$ cat src/rtl/cache_tile_collect_if.sv
// Request, tile-beat and output handshakes between the fetch pipe (master)
// and the tile collector (slave).
interface cache_tile_collect_if #(
   parameter int DATA_WDTH = 32
);
   logic                 req_valid;
   logic                 req_ready;
   logic [1:0]           req_delta_x;
   logic [1:0]           req_delta_y;

   logic                 tile_valid;
   logic                 tile_ready;
   logic [1:0]           tile_x;
   logic [1:0]           tile_y;
   logic                 tile_chg_luma;
   logic                 tile_chg_chma;
   logic [DATA_WDTH-1:0] tile_data;

   logic                 out_valid;
   logic                 out_ready;
   logic [1:0]           out_x;
   logic [1:0]           out_y;
   logic [DATA_WDTH-1:0] out_data;
   logic                 out_last;

   modport master (
      output req_valid, req_delta_x, req_delta_y,
      output tile_valid, tile_x, tile_y, tile_chg_luma, tile_chg_chma, tile_data,
      output out_ready,
      input  req_ready, tile_ready,
      input  out_valid, out_x, out_y, out_data, out_last
   );

   modport slave (
      input  req_valid, req_delta_x, req_delta_y,
      input  tile_valid, tile_x, tile_y, tile_chg_luma, tile_chg_chma, tile_data,
      input  out_ready,
      output req_ready, tile_ready,
      output out_valid, out_x, out_y, out_data, out_last
   );
endinterface

$ cat src/rtl/cache_tile_collect.sv
// Collects (dx+1)*(dy+1) raster tile beats per request through a 2-entry FIFO; head is
// registered (1-cycle push-to-out); tile_ready drops when full or all beats taken, ignoring out_ready.
module cache_tile_collect #(
   parameter int DATA_WDTH  = 32,
   parameter int FIFO_DEPTH = 2
) (
   input  logic                 i_clk,
   input  logic                 i_reset,
   cache_tile_collect_if.slave  bus,
   output logic                 o_done,
   output logic                 o_order_err,
   output logic [4:0]           o_luma_cnt,
   output logic [4:0]           o_chma_cnt
);
   typedef enum logic {S_IDLE, S_COLLECT} state_t;

   typedef struct packed {
      logic [1:0]           x;
      logic [1:0]           y;
      logic [DATA_WDTH-1:0] data;
      logic                 last;
   } ent_t;

   state_t     r_state, w_state_nxt;
   logic [1:0] r_dx, r_dy, r_exp_x, r_exp_y;
   logic [4:0] r_total, r_acc;
   logic [4:0] r_luma, r_chma;
   logic       r_err, r_done;
   ent_t       r_mem [2];
   logic       r_wr_ptr, r_rd_ptr;
   logic [1:0] r_cnt;

   logic       w_req_acc, w_push, w_pop, w_last_pop, w_full;
   logic       w_req_ready, w_tile_ready;
   logic [4:0] w_tx, w_ty, w_total;
   ent_t       w_head, w_push_ent;

   assign w_tx    = {3'b000, bus.req_delta_x} + 5'd1;
   assign w_ty    = {3'b000, bus.req_delta_y} + 5'd1;
   assign w_total = w_tx * w_ty;

   assign w_full     = (r_cnt == 2'(FIFO_DEPTH));
   assign w_head     = r_mem[r_rd_ptr];
   assign w_req_acc  = bus.req_valid & w_req_ready;
   assign w_push     = bus.tile_valid & w_tile_ready;
   assign w_pop      = (r_cnt != 2'd0) & bus.out_ready;
   assign w_last_pop = w_pop & w_head.last;

   assign w_push_ent.x    = bus.tile_x;
   assign w_push_ent.y    = bus.tile_y;
   assign w_push_ent.data = bus.tile_data;
   assign w_push_ent.last = ((r_acc + 5'd1) == r_total);

   always_ff @(posedge i_clk or negedge i_reset) begin
      if (!i_reset) r_state <= S_IDLE;
      else          r_state <= w_state_nxt;
   end

   always_comb begin
      w_state_nxt  = r_state;
      w_req_ready  = 1'b0;
      w_tile_ready = 1'b0;
      case (r_state)
         S_IDLE: begin
            w_req_ready = 1'b1;
            if (bus.req_valid) w_state_nxt = S_COLLECT;
         end
         S_COLLECT: begin
            w_tile_ready = !w_full && (r_acc < r_total);
            if (w_last_pop) w_state_nxt = S_IDLE;
         end
         default: w_state_nxt = S_IDLE;
      endcase
   end

   always_ff @(posedge i_clk or negedge i_reset) begin
      if (!i_reset) begin
         r_dx     <= '0;
         r_dy     <= '0;
         r_total  <= '0;
         r_acc    <= '0;
         r_exp_x  <= '0;
         r_exp_y  <= '0;
         r_luma   <= '0;
         r_chma   <= '0;
         r_err    <= 1'b0;
         r_done   <= 1'b0;
         r_wr_ptr <= 1'b0;
         r_rd_ptr <= 1'b0;
         r_cnt    <= '0;
         for (int i = 0; i < 2; i++) r_mem[i] <= '0;
      end else begin
         r_done <= w_last_pop;
         if (w_req_acc) begin
            r_dx    <= bus.req_delta_x;
            r_dy    <= bus.req_delta_y;
            r_total <= w_total;
            r_acc   <= '0;
            r_exp_x <= '0;
            r_exp_y <= '0;
            r_luma  <= '0;
            r_chma  <= '0;
            r_err   <= 1'b0;
         end
         if (w_push) begin
            r_mem[r_wr_ptr] <= w_push_ent;
            r_wr_ptr        <= ~r_wr_ptr;
            r_acc           <= r_acc + 5'd1;
            r_luma          <= r_luma + {4'b0000, bus.tile_chg_luma};
            r_chma          <= r_chma + {4'b0000, bus.tile_chg_chma};
            // Out-of-order beats are flagged but still forwarded downstream.
            if ((bus.tile_x != r_exp_x) || (bus.tile_y != r_exp_y)) r_err <= 1'b1;
            if (r_exp_x == r_dx) begin
               r_exp_x <= '0;
               r_exp_y <= r_exp_y + 2'd1;
            end else begin
               r_exp_x <= r_exp_x + 2'd1;
            end
         end
         if (w_pop) r_rd_ptr <= ~r_rd_ptr;
         r_cnt <= r_cnt + {1'b0, w_push} - {1'b0, w_pop};
      end
   end

   assign bus.req_ready  = w_req_ready;
   assign bus.tile_ready = w_tile_ready;
   assign bus.out_valid  = (r_cnt != 2'd0);
   assign bus.out_x      = w_head.x;
   assign bus.out_y      = w_head.y;
   assign bus.out_data   = w_head.data;
   assign bus.out_last   = w_head.last;

   assign o_done      = r_done;
   assign o_order_err = r_err;
   assign o_luma_cnt  = r_luma;
   assign o_chma_cnt  = r_chma;
endmodule

$ cat src/flat_wrapper.sv
// flat-port wrapper written by rule: the top's interface ports become plain ports
module cache_tile_collect_flat 
#(
   parameter int DATA_WDTH  = 32,
   parameter int FIFO_DEPTH = 2
)
  (i_clk, i_reset, o_done, o_order_err, o_luma_cnt, o_chma_cnt, bus_req_valid, bus_req_delta_x, bus_req_delta_y, bus_tile_valid, bus_tile_x, bus_tile_y, bus_tile_chg_luma, bus_tile_chg_chma, bus_tile_data, bus_out_ready, bus_req_ready, bus_tile_ready, bus_out_valid, bus_out_x, bus_out_y, bus_out_data, bus_out_last);
  cache_tile_collect_if #(.DATA_WDTH(DATA_WDTH)) bus_i ();
  input  logic i_clk;
  input  logic i_reset;
  output logic o_done;
  output logic o_order_err;
  output logic [4:0] o_luma_cnt;
  output logic [4:0] o_chma_cnt;
  input wire logic [$bits(bus_i.req_valid)-1:0] bus_req_valid;
  input wire logic [$bits(bus_i.req_delta_x)-1:0] bus_req_delta_x;
  input wire logic [$bits(bus_i.req_delta_y)-1:0] bus_req_delta_y;
  input wire logic [$bits(bus_i.tile_valid)-1:0] bus_tile_valid;
  input wire logic [$bits(bus_i.tile_x)-1:0] bus_tile_x;
  input wire logic [$bits(bus_i.tile_y)-1:0] bus_tile_y;
  input wire logic [$bits(bus_i.tile_chg_luma)-1:0] bus_tile_chg_luma;
  input wire logic [$bits(bus_i.tile_chg_chma)-1:0] bus_tile_chg_chma;
  input wire logic [$bits(bus_i.tile_data)-1:0] bus_tile_data;
  input wire logic [$bits(bus_i.out_ready)-1:0] bus_out_ready;
  output wire logic [$bits(bus_i.req_ready)-1:0] bus_req_ready;
  output wire logic [$bits(bus_i.tile_ready)-1:0] bus_tile_ready;
  output wire logic [$bits(bus_i.out_valid)-1:0] bus_out_valid;
  output wire logic [$bits(bus_i.out_x)-1:0] bus_out_x;
  output wire logic [$bits(bus_i.out_y)-1:0] bus_out_y;
  output wire logic [$bits(bus_i.out_data)-1:0] bus_out_data;
  output wire logic [$bits(bus_i.out_last)-1:0] bus_out_last;
  assign bus_i.req_valid = bus_req_valid;
  assign bus_i.req_delta_x = bus_req_delta_x;
  assign bus_i.req_delta_y = bus_req_delta_y;
  assign bus_i.tile_valid = bus_tile_valid;
  assign bus_i.tile_x = bus_tile_x;
  assign bus_i.tile_y = bus_tile_y;
  assign bus_i.tile_chg_luma = bus_tile_chg_luma;
  assign bus_i.tile_chg_chma = bus_tile_chg_chma;
  assign bus_i.tile_data = bus_tile_data;
  assign bus_i.out_ready = bus_out_ready;
  assign bus_req_ready = bus_i.req_ready;
  assign bus_tile_ready = bus_i.tile_ready;
  assign bus_out_valid = bus_i.out_valid;
  assign bus_out_x = bus_i.out_x;
  assign bus_out_y = bus_i.out_y;
  assign bus_out_data = bus_i.out_data;
  assign bus_out_last = bus_i.out_last;
  cache_tile_collect #(.DATA_WDTH(DATA_WDTH), .FIFO_DEPTH(FIFO_DEPTH)) u_core (.i_clk(i_clk), .i_reset(i_reset), .bus(bus_i), .o_done(o_done), .o_order_err(o_order_err), .o_luma_cnt(o_luma_cnt), .o_chma_cnt(o_chma_cnt));
endmodule
$ cat config.mk
export PLATFORM = sky130hd
export DESIGN_NAME = cache_tile_collect_flat
export DESIGN_NICKNAME = d
export VERILOG_FILES = /design/src/rtl/cache_tile_collect_if.sv /design/src/rtl/cache_tile_collect.sv /design/src/flat_wrapper.sv
export SDC_FILE = /design/constraint.sdc
export NUM_CORES = 1
export LEC_CHECK = 0
export BUFFER_PORTS_ARGS = -buffer_cell sky130_fd_sc_hd__buf_2
export CORE_ASPECT_RATIO = 2
export CORE_UTILIZATION = 50
export DETAILED_ROUTE_END_ITERATION = 10
export PLACE_DENSITY_LB_ADDON = 0.12
export SYNTH_ARGS = -nofsm -noshare
export SYNTH_HDL_FRONTEND = slang
export SYNTH_SLANG_ARGS = --single-unit
$ cat constraint.sdc
create_clock -name i_clk -period 2.6 [get_ports i_clk]
set_input_delay 0.52 -clock i_clk [delete_from_list [all_inputs] [get_ports i_clk]]
set_output_delay 0.52 -clock i_clk [all_outputs]
set_load 0.01 [all_outputs]
==> results of run 1 <==
==> power groups by stage <==
stage | registers [mW] | clock network [mW] | logic, mW
2_1_floorplan | 1.74 | 0 | 0.290
3_3_place_gp | 1.82 | 0 | 0.375
3_5_place_dp | 1.82 | 0 | 0.384
4_1_cts | 1.79 | 1.35 | 0.385
5_1_grt | 1.80 | 1.41 | 0.413
6_report | 1.79 | 1.31 | 0.374
==> sequential cells by signal, indices dropped and copies added (netlist names) <==
register            count
u_core.o_chma_cnt       5
u_core.o_done           1
u_core.o_luma_cnt       5
u_core.o_order_err      1
u_core.r_acc            5
u_core.r_cnt            2
u_core.r_dx             2
u_core.r_exp_x          2
u_core.r_exp_y          2
u_core.r_mem           74
u_core.r_rd_ptr         1
u_core.r_state          1
u_core.r_total          5
u_core.r_wr_ptr         1
==> metal layers <==
layer | wire [µm] | global-route usage (%)
met5 | 0 | 0
met4 | 223 | 8.17
met3 | 309 | 2.97
met2 | 5870 | 38.3
met1 | 3940 | 22.4
==> worst max-delay path, delay by kind of cell, from the launching register on <==
kind | cells | cell delay [ns]
adder cells (fa/ha/maj) | 1 | 0.36
buffers and inverters | 1 | 0.13
AO/OA/AOI/OAI | 1 | 0.27
flip-flops | 1 | 0.44
AND/OR/NAND/NOR | 2 | 0.41
==> cell type report <==
class	instances	area, µm²
fill	842	3980
antenna	1	2.50
inverter	11	41.3
clock buffer	9	225
tap	135	169
sequential	107	2680
clock inverter	7	60.1
timing repair buffer	109	601
multi-input combinational	253	2400
==> final timing paths <==
path,from,end
max,u_core.r_acc[4],bus_tile_ready
min,i_reset,u_core.r_mem[47]
max reg2reg,u_core.r_acc[4],u_core.r_exp_x[1]
min reg2reg,u_core.r_mem[37],u_core.r_mem[37]
max in group asynchronous,i_reset,u_core.r_mem[29]
min in group i_clk,bus_tile_data[18],u_core.r_mem[19]
==> stage by stage <==
stage	instance area (µm²)	utilization (%)	worst slack, ns	setup TNS, ns	power, mW
2_1_floorplan	5210	-	0.147	0	2.03
3_3_place_gp	5890	58.0	-0.0281	-0.0281	2.20
3_5_place_dp	5890	58.0	-0.0818	-0.0818	2.21
4_1_cts	6170	60.8	0.123	0	3.52
5_1_grt	6170	60.8	0.0351	0	3.62
6_report	6170	60.8	0.140	0	3.47
==> cell families after synthesis <==
| group | share of synthesized area (%) |
|---|---|
| muxes | 26.6 |
| DFF | 51.4 |
| and+or+nand+nor | 7.23 |
| buffers and inverters | 2.59 |
| AOI/OAI and AO/OA | 3.27 |
| xor gates and xnor gates | 4.03 |
| adders and majority gates | 4.85 |
==> cells in the final DEF, fill, tap and decap left out, types with 9 or more instances in the layout <==
| master | instances |
|---|---|
| buf_2 | 97 |
| buf_4 | 10 |
| clkbuf_16 | 9 |
| dfrtp_1 | 106 |
| ha_1 | 17 |
| inv_1 | 9 |
| mux2_2 | 89 |
| mux2_4 | 25 |
| nand2_1 | 22 |
| nand3_1 | 20 |
| o21ai_0 | 11 |
| xnor2_1 | 9 |
| xor2_1 | 15 |
==> results.txt, run 1 <==
Average size of a mapped cell -> 13.4 µm²
Synth top cells by count -> 107 x dfrtp_1, 89 x mux2_2, 25 x mux2_4, 22 x nand2_1, 20 x nand3_1
Die area -> 0.0109 mm²
Area growth, synth to finish -> 18.5%
CTS H-tree depth -> 3
Mapped Area -> 0.00521 mm²
DR iter-0 viols -> 120
Final ANT Viol Nets -> 0
RSZ-0062 raised after global routing -> false
Fin Clk Skew -> 0.00988 ns
Max-capacitance violation count -> 0
Routed WL -> 10.3 mm
Post-synthesis sequential area ratio -> 51.4%
Final HPWL DP -> 7.19 mm
CP Capture Type -> output pin
Max stage delay cell, worst path -> dfrtp_1
Worst Reg-to-Reg Cells -> 7
Synth cell types -> 36
Core Rows -> 52
First-pass DRT Iterations -> 4
Largest net degree at the start of global routing -> 72
Critical path class -> flop to output pin
Ratio of cells with drive above 1 in the final layout -> 49.4%
Clock Path Buffers -> 2
Vias -> 3361
Critical-path cell list -> ha_1 -> and2_1 -> a2111oi_4 -> and3_1 -> buf_2
Total grt overflow -> 0
Seq cells post-synth -> 107
Internal power -> 2.56 mW
Vias per inst -> 5.32
Top-count cell post-synth -> dfrtp_1
# hold bufs at CTS -> 0
Critical path startpoint category -> flop
LEAKAGE -> 3.44 nW
Antenna violations before repair -> 1
Clk_lat worst skew -> 0.35 ns
Gate Count Post-Synth -> 388
Hold_ws -> 0.138 ns
Post-CTS setup buffer count -> 0
YS warnings -> 0
Die height -> 146 µm
Final Hold Violating Endpoints -> 0
Slew Limit Fails -> 0
Ys async rst share -> 100%
Overall Global Routing Usage -> 20.6%
Max FO, Critical Path -> 4
Worst Max-Slew Pin Slew -> 0.622 ns
Post-Place Cells -> 615
Status -> completed
First-pass GRT wire length -> 17.0 mm
Vias in the first global route -> 3592
Cts bufs inserted -> 9
Sequential share of power -> 51.4%
Synth top area share -> 51.4%
Post-cts gate resize count -> 0
Synth Flop Type -> dfrtp_1
Core Region -> 0.0101 mm²
Post-synth EDFFs -> 0
Die extent in x -> 74.2 µm
Sw power -> 0.913 mW
Final setup fails -> 0
CTS tree -> yes
Worst EP required -> 2.08 ns
Fmax -> 407 MHz
Residual DRC -> 0
Syn_nets -> 454
Num ports -> 99
Worst min path class -> primary input to asynchronous set/reset pin
PwrDens -> 563 mW/mm²
Worst reg-to-reg setup slack -> 0.34 ns
Crit path arrival time -> 1.94 ns
Mean routed wirelength per cell -> 16.4 µm
Cell taking the most area after synthesis -> dfrtp_1
Largest cells by area after synthesis -> dfrtp_1 51%, mux2_2 19%, mux2_4 7.2%
Initial Util -> 51.3%
CTS clk-pin slew, worst paths -> 0.07 ns
CP peak stage delay -> 0.44 ns
Comb pwr share -> 10.8%
CTS Sinks -> 107
PortBufs -> 98
Worst VDD drop -> 0.000402 V
Clock group share of total power -> 37.8%
Clock period minus worst slack -> 2.46 ns
Final net count -> 557
Clk root buf -> clkbuf_16
GPL Wtd Cong -> 0.803
Non-filler instance count after layout -> 632
Switching share of power -> 26.3%
Slew headroom -> 58.5%
Final worst path period share -> 94.6%
Power figures use the tool's default switching activity.
==> run 2: changes to the inputs <==
CELL_PAD_IN_SITES_DETAIL_PLACEMENT = 1   (was default)
CELL_PAD_IN_SITES_GLOBAL_PLACEMENT = 1   (was default)
CORE_MARGIN = 4   (was default)
CORE_UTILIZATION = 45   (was 50)
==> run 2 against run 1 <==
Net effect: combinational power increased by 16%; clock power increased by 11%; sequential power decreased by 2%; die area increased by 24%; core utilization decreased by 5.8 points; power increased by 5.2%; largest power group unchanged; non-clock buffer count unchanged; via count increased by 0.60%; maximum frequency about the same; routed wire length increased by 14%; global-route usage decreased by 2.4 points; largest cell class unchanged; setup slack improved by 0.0014 ns.
==> results.txt, run 2 (synthesis gave the netlist of run 1 again) <==
Post-cts gate resize count -> 0 (unchanged)
Internal power -> 2.78 mW (+8.8%)
GPL Wtd Cong -> 0.758 (-5.6%)
Worst reg-to-reg setup slack -> 0.27 ns (-0.07 ns)
Num ports -> 99 (unchanged)
Core Rows -> 55 (+5.8%)
Antenna violations before repair -> 1 (unchanged)
Post-Place Cells -> 622 (+1.1%)
Max FO, Critical Path -> 4 (unchanged)
Final Hold Violating Endpoints -> 0 (unchanged)
Vias in the first global route -> 3956 (+10%)
Clock Path Buffers -> 2 (unchanged)
Accumulated negative setup slack -> 0 ns (unchanged)
CTS Sinks -> 107 (unchanged)
First-pass GRT wire length -> 19.6 mm (+15%)
CP Capture Type -> output pin
Core Region -> 0.0114 mm² (+12%)
Clk_lat worst skew -> 0.34 ns (about the same)
PwrDens -> 585 mW/mm² (+3.9%)
Critical path class -> flop to output pin
Met3 wire length -> 455 µm (+47%)
Residual DRC -> 0 (unchanged)
Reg-to-Reg Start -> u_core.r_acc[4]
Sequential share of power -> 48.0% (-3.4 points)
Sw power -> 0.870 mW (-4.8%)
Met2 WL -> 6.91 mm (+18%)
Mean routed wirelength per cell -> 18.4 µm (+12%)
Worst VDD drop -> 0.000311 V (-23%)
Final worst path period share -> 94.5% (about the same)
Worst Max-Slew Pin Slew -> 0.705 ns (+0.0828 ns)
Fmax -> 407 MHz (about the same)
RSZ-0062 raised after global routing -> false
Max layer used -> met4
Post-CTS setup buffer count -> 0 (unchanged)
Vias -> 3381 (+0.60%)
CTS clk-pin slew, worst paths -> 0.07 ns (about the same)
Final ANT Viol Nets -> 0 (unchanged)
Vias per inst -> 5.29 (-0.51%)
Critical path startpoint category -> flop
Initial Util -> 45.9% (-5.4 points)
Ratio of cells with drive above 1 in the final layout -> 49.2% (-0.20 points)
Cts bufs inserted -> 9 (unchanged)
LEAKAGE -> 3.47 nW (+0.98%)
PortBufs -> 98 (unchanged)
Worst min path class -> primary input to asynchronous set/reset pin
Total grt overflow -> 0 (unchanged)
Commonest cells after routing, fill and taps aside -> 106 x dfrtp_1, 97 x buf_2, 89 x mux2_2
Final setup fails -> 0 (unchanged)
R2r endpoint -> u_core.r_acc[2]
Non-filler instance count after layout -> 639 (+1.1%)
Area growth, synth to finish -> 20.0%
Status -> completed
Reg with most FFs -> u_core.r_mem
Fin Clk Skew -> 0.0134 ns (+0.00354 ns)
# hold bufs at CTS -> 0 (unchanged)
Die extent in x -> 84.1 µm (+13%)
DR iter-0 viols -> 59 (-51%)
Routed WL -> 11.8 mm (+14%)
Final HPWL DP -> 8.54 mm (+19%)
CTS tree -> yes
Slew headroom -> 52.9% (-5.6 points)
Clock period minus worst slack -> 2.46 ns (-0.00143 ns)
Max-capacitance violation count -> 0 (unchanged)
Clk root buf -> clkbuf_16
Max reg flops -> 74 (unchanged)
Final net count -> 557 (unchanged)
Commonest non-fill, non-tap cell in the layout -> dfrtp_1
Switching share of power -> 23.8% (-2.5 points)
Comb pwr share -> 11.9% (+1.1 points)
Worst EP required -> 2.08 ns (about the same)
Largest net degree at the start of global routing -> 43 (-40%)
Worst Reg-to-Reg Cells -> 7 (unchanged)
Die area -> 0.0135 mm² (+24%)
Die height -> 160 µm (+9.4%)
Clock group share of total power -> 40.1% (+2.3 points)
First-pass DRT Iterations -> 4 (unchanged)
M1 WL -> 4.20 mm (+6.6%)
Overall Global Routing Usage -> 18.2% (-2.4 points)
Crit path arrival time -> 1.94 ns (about the same)
CTS H-tree depth -> 3 (unchanged)
Slew Limit Fails -> 0 (unchanged)
## run 2: how the worst max path moves through the flow
stage	startpoint	end	cells after the start	slack, ns
after floorplan	bus_req_delta_x[0]	u_core.r_total[4]	9	0.15
after global placement	bus_req_delta_x[0]	u_core.r_total[4]	10	-0.04
after detailed placement	bus_req_delta_y[0]	u_core.r_total[4]	10	-0.14
after CTS	u_core.r_acc[4]	bus_tile_ready	5	0.12
after global routing	u_core.r_acc[4]	bus_tile_ready	5	0.01
final	u_core.r_acc[4]	bus_tile_ready	5	0.14
## run 2: layer usage
metal	vias to the layer above	GRT usage, %
li1	1568	-
met1	1743	18.4
met2	62	35.8
met3	8	3.87
met4	0	5.86
met5	-	0
## run 2: area by class of cell
type	count	area [µm²]
clock buffers	11	243
multi-input cells	253	2400
clock inverters	5	83.8
fillers	1207	5100
inverters	11	41.3
well taps	142	178
diodes	1	2.50
repair buffers	109	626
flip-flops and latches	107	2680
## run 2: through the flow
stage               hold slack (ns)  setup WS [ns]  utilization (%)  instance area, µm²  power (mW)
floorplan                     0.224          0.147                -                5210        2.03
global placement              0.456        -0.0369             52.1                5920        2.22
detailed placement            0.469         -0.141             52.1                5920        2.23
CTS                           0.171          0.120             55.0                6250        3.72
global route                  0.196         0.0131             55.0                6250        3.83
finish                        0.164          0.142             55.0                6250        3.65
## run 2: critical path: stages, from the launching register on
cell and delay (ns):
dfrtp_1 0.44, ha_1 0.35, and2_1 0.19, a2111oi_4 0.27, and3_1 0.22, buf_2 0.14
## run 2: power by group through the flow
stage          clock (mW)  sequential, mW  combinational [mW]
6_report             1.46            1.75               0.435
5_1_grt              1.59            1.76               0.477
4_1_cts              1.51            1.76               0.450
3_5_place_dp            0            1.79               0.443
3_3_place_gp            0            1.79               0.427
2_1_floorplan           0            1.74               0.290
